File: config.mk
export PLATFORM = sky130hd
export DESIGN_NAME = icache
export DESIGN_NICKNAME = d
export VERILOG_FILES = /design/src/rtl/icache.sv
export SDC_FILE = /design/constraint.sdc
export NUM_CORES = 2
export LEC_CHECK = 0
export ABC_AREA = 1
export BUFFER_PORTS_ARGS = -buffer_cell sky130_fd_sc_hd__buf_2
export CAP_MARGIN = 5
export CORE_MARGIN = 8
export CORE_UTILIZATION = 32
export DETAILED_ROUTE_END_ITERATION = 10
export HOLD_SLACK_MARGIN = 0.12
export PLACE_DENSITY = 0.45
export SYNTH_ARGS = -nofsm -noshare
export SYNTH_HDL_FRONTEND = slang
export SYNTH_MEMORY_MAX_BITS = 65536
export SYNTH_SLANG_ARGS = --single-unit
export TNS_END_PERCENT = 5
File: constraint.sdc
create_clock -name clk -period 32.8 [get_ports clk]
set_input_delay 8.2 -clock clk [delete_from_list [all_inputs] [get_ports clk]]
set_output_delay 8.2 -clock clk [all_outputs]
set_load 0.01 [all_outputs]
File: src/rtl/icache.sv
// Direct-mapped, read-only instruction cache sitting between the fetch stage
// and the line-wide ram. Hits return one cycle after acceptance; misses pull
// a whole 64-byte line in a single beat, install it, then replay the lookup.
module icache #(
  parameter int LINES  = 8,
  parameter int ADDR_W = 15
) (
  input  logic              clk,
  input  logic              rst_n,
  input  logic              req_valid,
  input  logic [ADDR_W-1:0] req_addr,
  output logic              req_ready,
  output logic              resp_valid,
  output logic [31:0]       resp_data,
  input  logic              flush,
  output logic              mem_cs,
  output logic              mem_we,
  output logic              mem_addr_valid,
  output logic [ADDR_W-1:0] mem_addr,
  input  logic              mem_data_ready,
  input  logic [511:0]      mem_data
);

  localparam int IW = $clog2(LINES);
  localparam int TW = ADDR_W - 6 - IW;

  typedef enum logic [1:0] {
    S_IDLE,
    S_LOOKUP,
    S_FILL
  } state_t;

  state_t            state_q, state_d;
  logic [LINES-1:0]  valid_q, valid_d;
  logic [TW-1:0]     tag_q  [LINES];
  logic [511:0]      data_q [LINES];
  logic [ADDR_W-1:0] addr_q;

  logic [IW-1:0]     idx;
  logic [TW-1:0]     tag;
  logic [3:0]        wsel;
  logic              hit;
  logic              accept;
  logic              install;
  logic [31:0]       word;
  logic              unused_lsb;

  // Byte-lane bits of the fetch address never reach the cache state.
  assign unused_lsb = ^addr_q[1:0];

  assign idx  = addr_q[6+IW-1:6];
  assign tag  = addr_q[ADDR_W-1:6+IW];
  assign wsel = addr_q[5:2];

  // Array reads are combinational on the registered index.
  assign hit  = valid_q[idx] && (tag_q[idx] == tag);
  assign word = data_q[idx][{wsel, 5'b0} +: 32];

  assign accept  = req_valid && req_ready;
  // A fill landing on a flush edge is thrown away.
  assign install = (state_q == S_FILL) && mem_data_ready && !flush;

  // Control state: FSM and valid bits, cleared asynchronously.
  always_ff @(posedge clk or negedge rst_n) begin
    if (!rst_n) begin
      state_q <= S_IDLE;
      valid_q <= '0;
    end else begin
      state_q <= state_d;
      valid_q <= valid_d;
    end
  end

  // Datapath state: captured address, tags and line data need no reset.
  always_ff @(posedge clk) begin
    if (accept) begin
      addr_q <= req_addr;
    end
    if (install) begin
      tag_q[idx]  <= tag;
      data_q[idx] <= mem_data;
    end
  end

  // Next-state logic; flush overrides everything and wipes every line.
  always_comb begin
    state_d = state_q;
    valid_d = valid_q;
    case (state_q)
      S_IDLE: begin
        if (accept) state_d = S_LOOKUP;
      end
      S_LOOKUP: begin
        state_d = hit ? S_IDLE : S_FILL;
      end
      S_FILL: begin
        if (mem_data_ready) begin
          valid_d[idx] = 1'b1;
          state_d      = S_LOOKUP;
        end
      end
      default: state_d = S_IDLE;
    endcase
    if (flush) begin
      state_d = S_IDLE;
      valid_d = '0;
    end
  end

  // Output decode from registered state; everything idles at zero in reset.
  always_comb begin
    req_ready      = 1'b0;
    resp_valid     = 1'b0;
    resp_data      = '0;
    mem_cs         = 1'b0;
    mem_we         = 1'b0;
    mem_addr_valid = 1'b0;
    mem_addr       = '0;
    case (state_q)
      S_IDLE: begin
        req_ready = rst_n && !flush;
      end
      S_LOOKUP: begin
        // A flush in the response cycle drops the outstanding request.
        resp_valid = hit && !flush;
        resp_data  = (hit && !flush) ? word : 32'h0;
      end
      S_FILL: begin
        mem_cs         = 1'b1;
        mem_addr_valid = 1'b1;
        mem_addr       = {addr_q[ADDR_W-1:6], 6'b0};
      end
      default: ;
    endcase
  end

endmodule

==> results.txt <==
Initial Util: 32.1%
GRT Resource Usage Total: 19.7%
Final nets: 14782
WP data required: 24600 ps
Worst Setup SP: flush
Post-synthesis register bit count: 4170
Clock slew at reported path FFs: 60 ps
Async SR Flop Fraction: 0.240%
Die Y: 740 um
H-Tree Depth: 5
Skew final: 67.6 ps
Critical R2R Launch: addr_q[6]
Postcts setup bufs: 0
Post-DR wirelength/cell: 25.9 um
Width of the die: 740 um
Final Hold Fails: 0
Vias in the first global route: 100998
Hold Crit Start: valid_q[6]
# DRC: 0
Clock sink count: 4170
Cell Area, Synth: 168000 um2
Initial antenna violation count: 329
Final setup margin: 14210 ps
Most numerous cell in the Yosys netlist: nand2_1
Crit Path Max Fanout: 31
Clock Tree Root: clkbuf_16
# hold bufs at CTS: 0
Largest cells by area after synthesis: edfxtp_1 (74%), nand2_1 (10%), nand3_1 (9.5%), buf_2 (1.3%), nor2_1 (0.93%)
Peak supply drop: 46.3 uV
Top_reg_cell synth: edfxtp_1
CP Launch Type: input pin
Insertion delay to the later sink of the worst-skew pair: 1020 ps
Worst Setup End Kind: output port
Avg Cell Area, Syn: 12.1 um2
Sequential Area: 125000 um2
Layout fillers: 51059
Register area share after synthesis: 74.6%
TNS Setup: 0 ps
I/O Pins: 584
TritonCTS Buffers: 454
Clk buf depth: 4
Post-synth top area cell: edfxtp_1
Post-Route WL: 562000 um
Synth top area share: 74.4%
Vias: 106734
CTS tree: yes
Routability cong.: 0.788
Area Overhead vs Synth: 13.9%
Post-synthesis cell type count: 26
Pwr dens: 59.6 nW/um2
WP data arrival: 10390 ps
Max-slew violations: 0
LEAKAGE: 0.0671 uW
Post-CTS sizing: 0
DRT antenna net count: 0
Core area: 524000 um2
Die Area: 548000 um2
Status: complete, no violations
Multi-input gate area: 37500 um2
Share of cells above drive strength 1: 9.73%
RSZ-0062 raised after global routing: no
Final period utilization: 56.7%
Synth warnings: 0
Worst Hold Class: flop to flop
Cell count after synthesis: 13886
Pin count of the biggest net entering global routing: 189
Crit Path Category: input pin to output port
# rows: 266
Max Cap Violations: 0
Peak Freq: 53.8 MHz
Final Util: 36.5%
Pre-antenna DRT Iters: 6
First-pass GRT wire length: 789000 um
Vias/cell: 4.92
Worst-Margin Slew: 1290 ps
Tmin final: 18590 ps
DRT iter0 DRCs: 8950
Quantity of I/O buffers inserted on ports: 574
Commonest cells post-synth: nand2_1 (4535), edfxtp_1 (4157), nand3_1 (3170)
Setup violators final: 0
Post-placement setup slack: 14360 ps
Slew margin rel.: 14.3%
Post-synth EDFFs: 4157
DP HPWL: 327000 um
Gr ovfl total: 0
==> metal layers <==
layer,up-vias,share of wire [%],global-route usage [%]
met5,-,0.13,0
met4,114,2.5,4.55
met3,927,7.2,4.66
met2,2810,46,31.6
met1,52834,44,27.1
li1,50049,-,-
==> state kept, by name, indices dropped and copies added (netlist names), named ones only <==
name	count
data_q	4096
valid_q	8
state_q	2
addr_q	13
tag_q	48
==> cell usage in the layout, fill, tap and decap left out, types with 17 or more instances in the layout <==
master / count
nor2_1: 406
buf_2: 574
o21ai_0: 233
o21ai_1: 84
edfxtp_1: 4157
nand3_1: 3170
buf_4: 220
clkinv_2: 65
nor3_1: 32
clkbuf_1: 137
clkbuf_16: 454
inv_1: 87
diode_2: 95
clkinv_1: 111
o211ai_1: 31
buf_12: 31
a21oi_1: 188
bufinv_16: 17
clkinv_16: 21
nand2_1: 4535
==> logic make-up after synthesis <==
family	synth area share [%]
simple gates	20.6
flops	74.6
other cells	0.00223
buf+inv	3.13
compound gates	1.68
==> worst max-delay path, stage by stage <==
cell and delay [ps]:
buf_2 180, nor3_1 260, inv_1 110, nor2_4 140
buf_4 400, nand2_1 90, nor2_1 690, buf_2 280
==> worst paths after layout <==
kind	endpoint	slack [ps]	depth (start not counted)
max	resp_data[1]	14210	8
min	valid_q[6]	540	2
max reg2reg	data_q[0][102]	27150	8
min reg2reg	valid_q[6]	540	2
max in group asynchronous	valid_q[7]	25510	1
min in group asynchronous	state_q[0]	7060	1
==> per-stage QoR <==
step | total power (uW) | area, um2 | std cells | hold slack (ps)
6_report | 11400 | 191000 | 21683 | 544
5_1_grt | 11800 | 191000 | 21612 | 556
4_1_cts | 11500 | 191000 | 21588 | 544
3_5_place_dp | 6670 | 177000 | 20762 | 535
3_3_place_gp | 6660 | 177000 | 20762 | 528
2_1_floorplan | 6360 | 168000 | 13892 | 513
==> report_power, final <==
part | switching, uW | internal [uW] | total [uW] | leakage [uW]
registers | 5.86 | 5860 | 5870 | 0.0375
clock network | 2160 | 2690 | 4850 | 0.00673
logic | 507 | 162 | 670 | 0.0228
==> area by class of cell <==
cell class	count	area share [%]
flip-flops and latches	4170	65.5
well taps	6968	4.56
inverters	95	0.217
multi-input cells	8704	19.6
clock buffers	591	6.21
repair buffers	825	2.69
diodes	95	0.124
clock inverters	235	1.08
(Power assumes the default switching activity.)
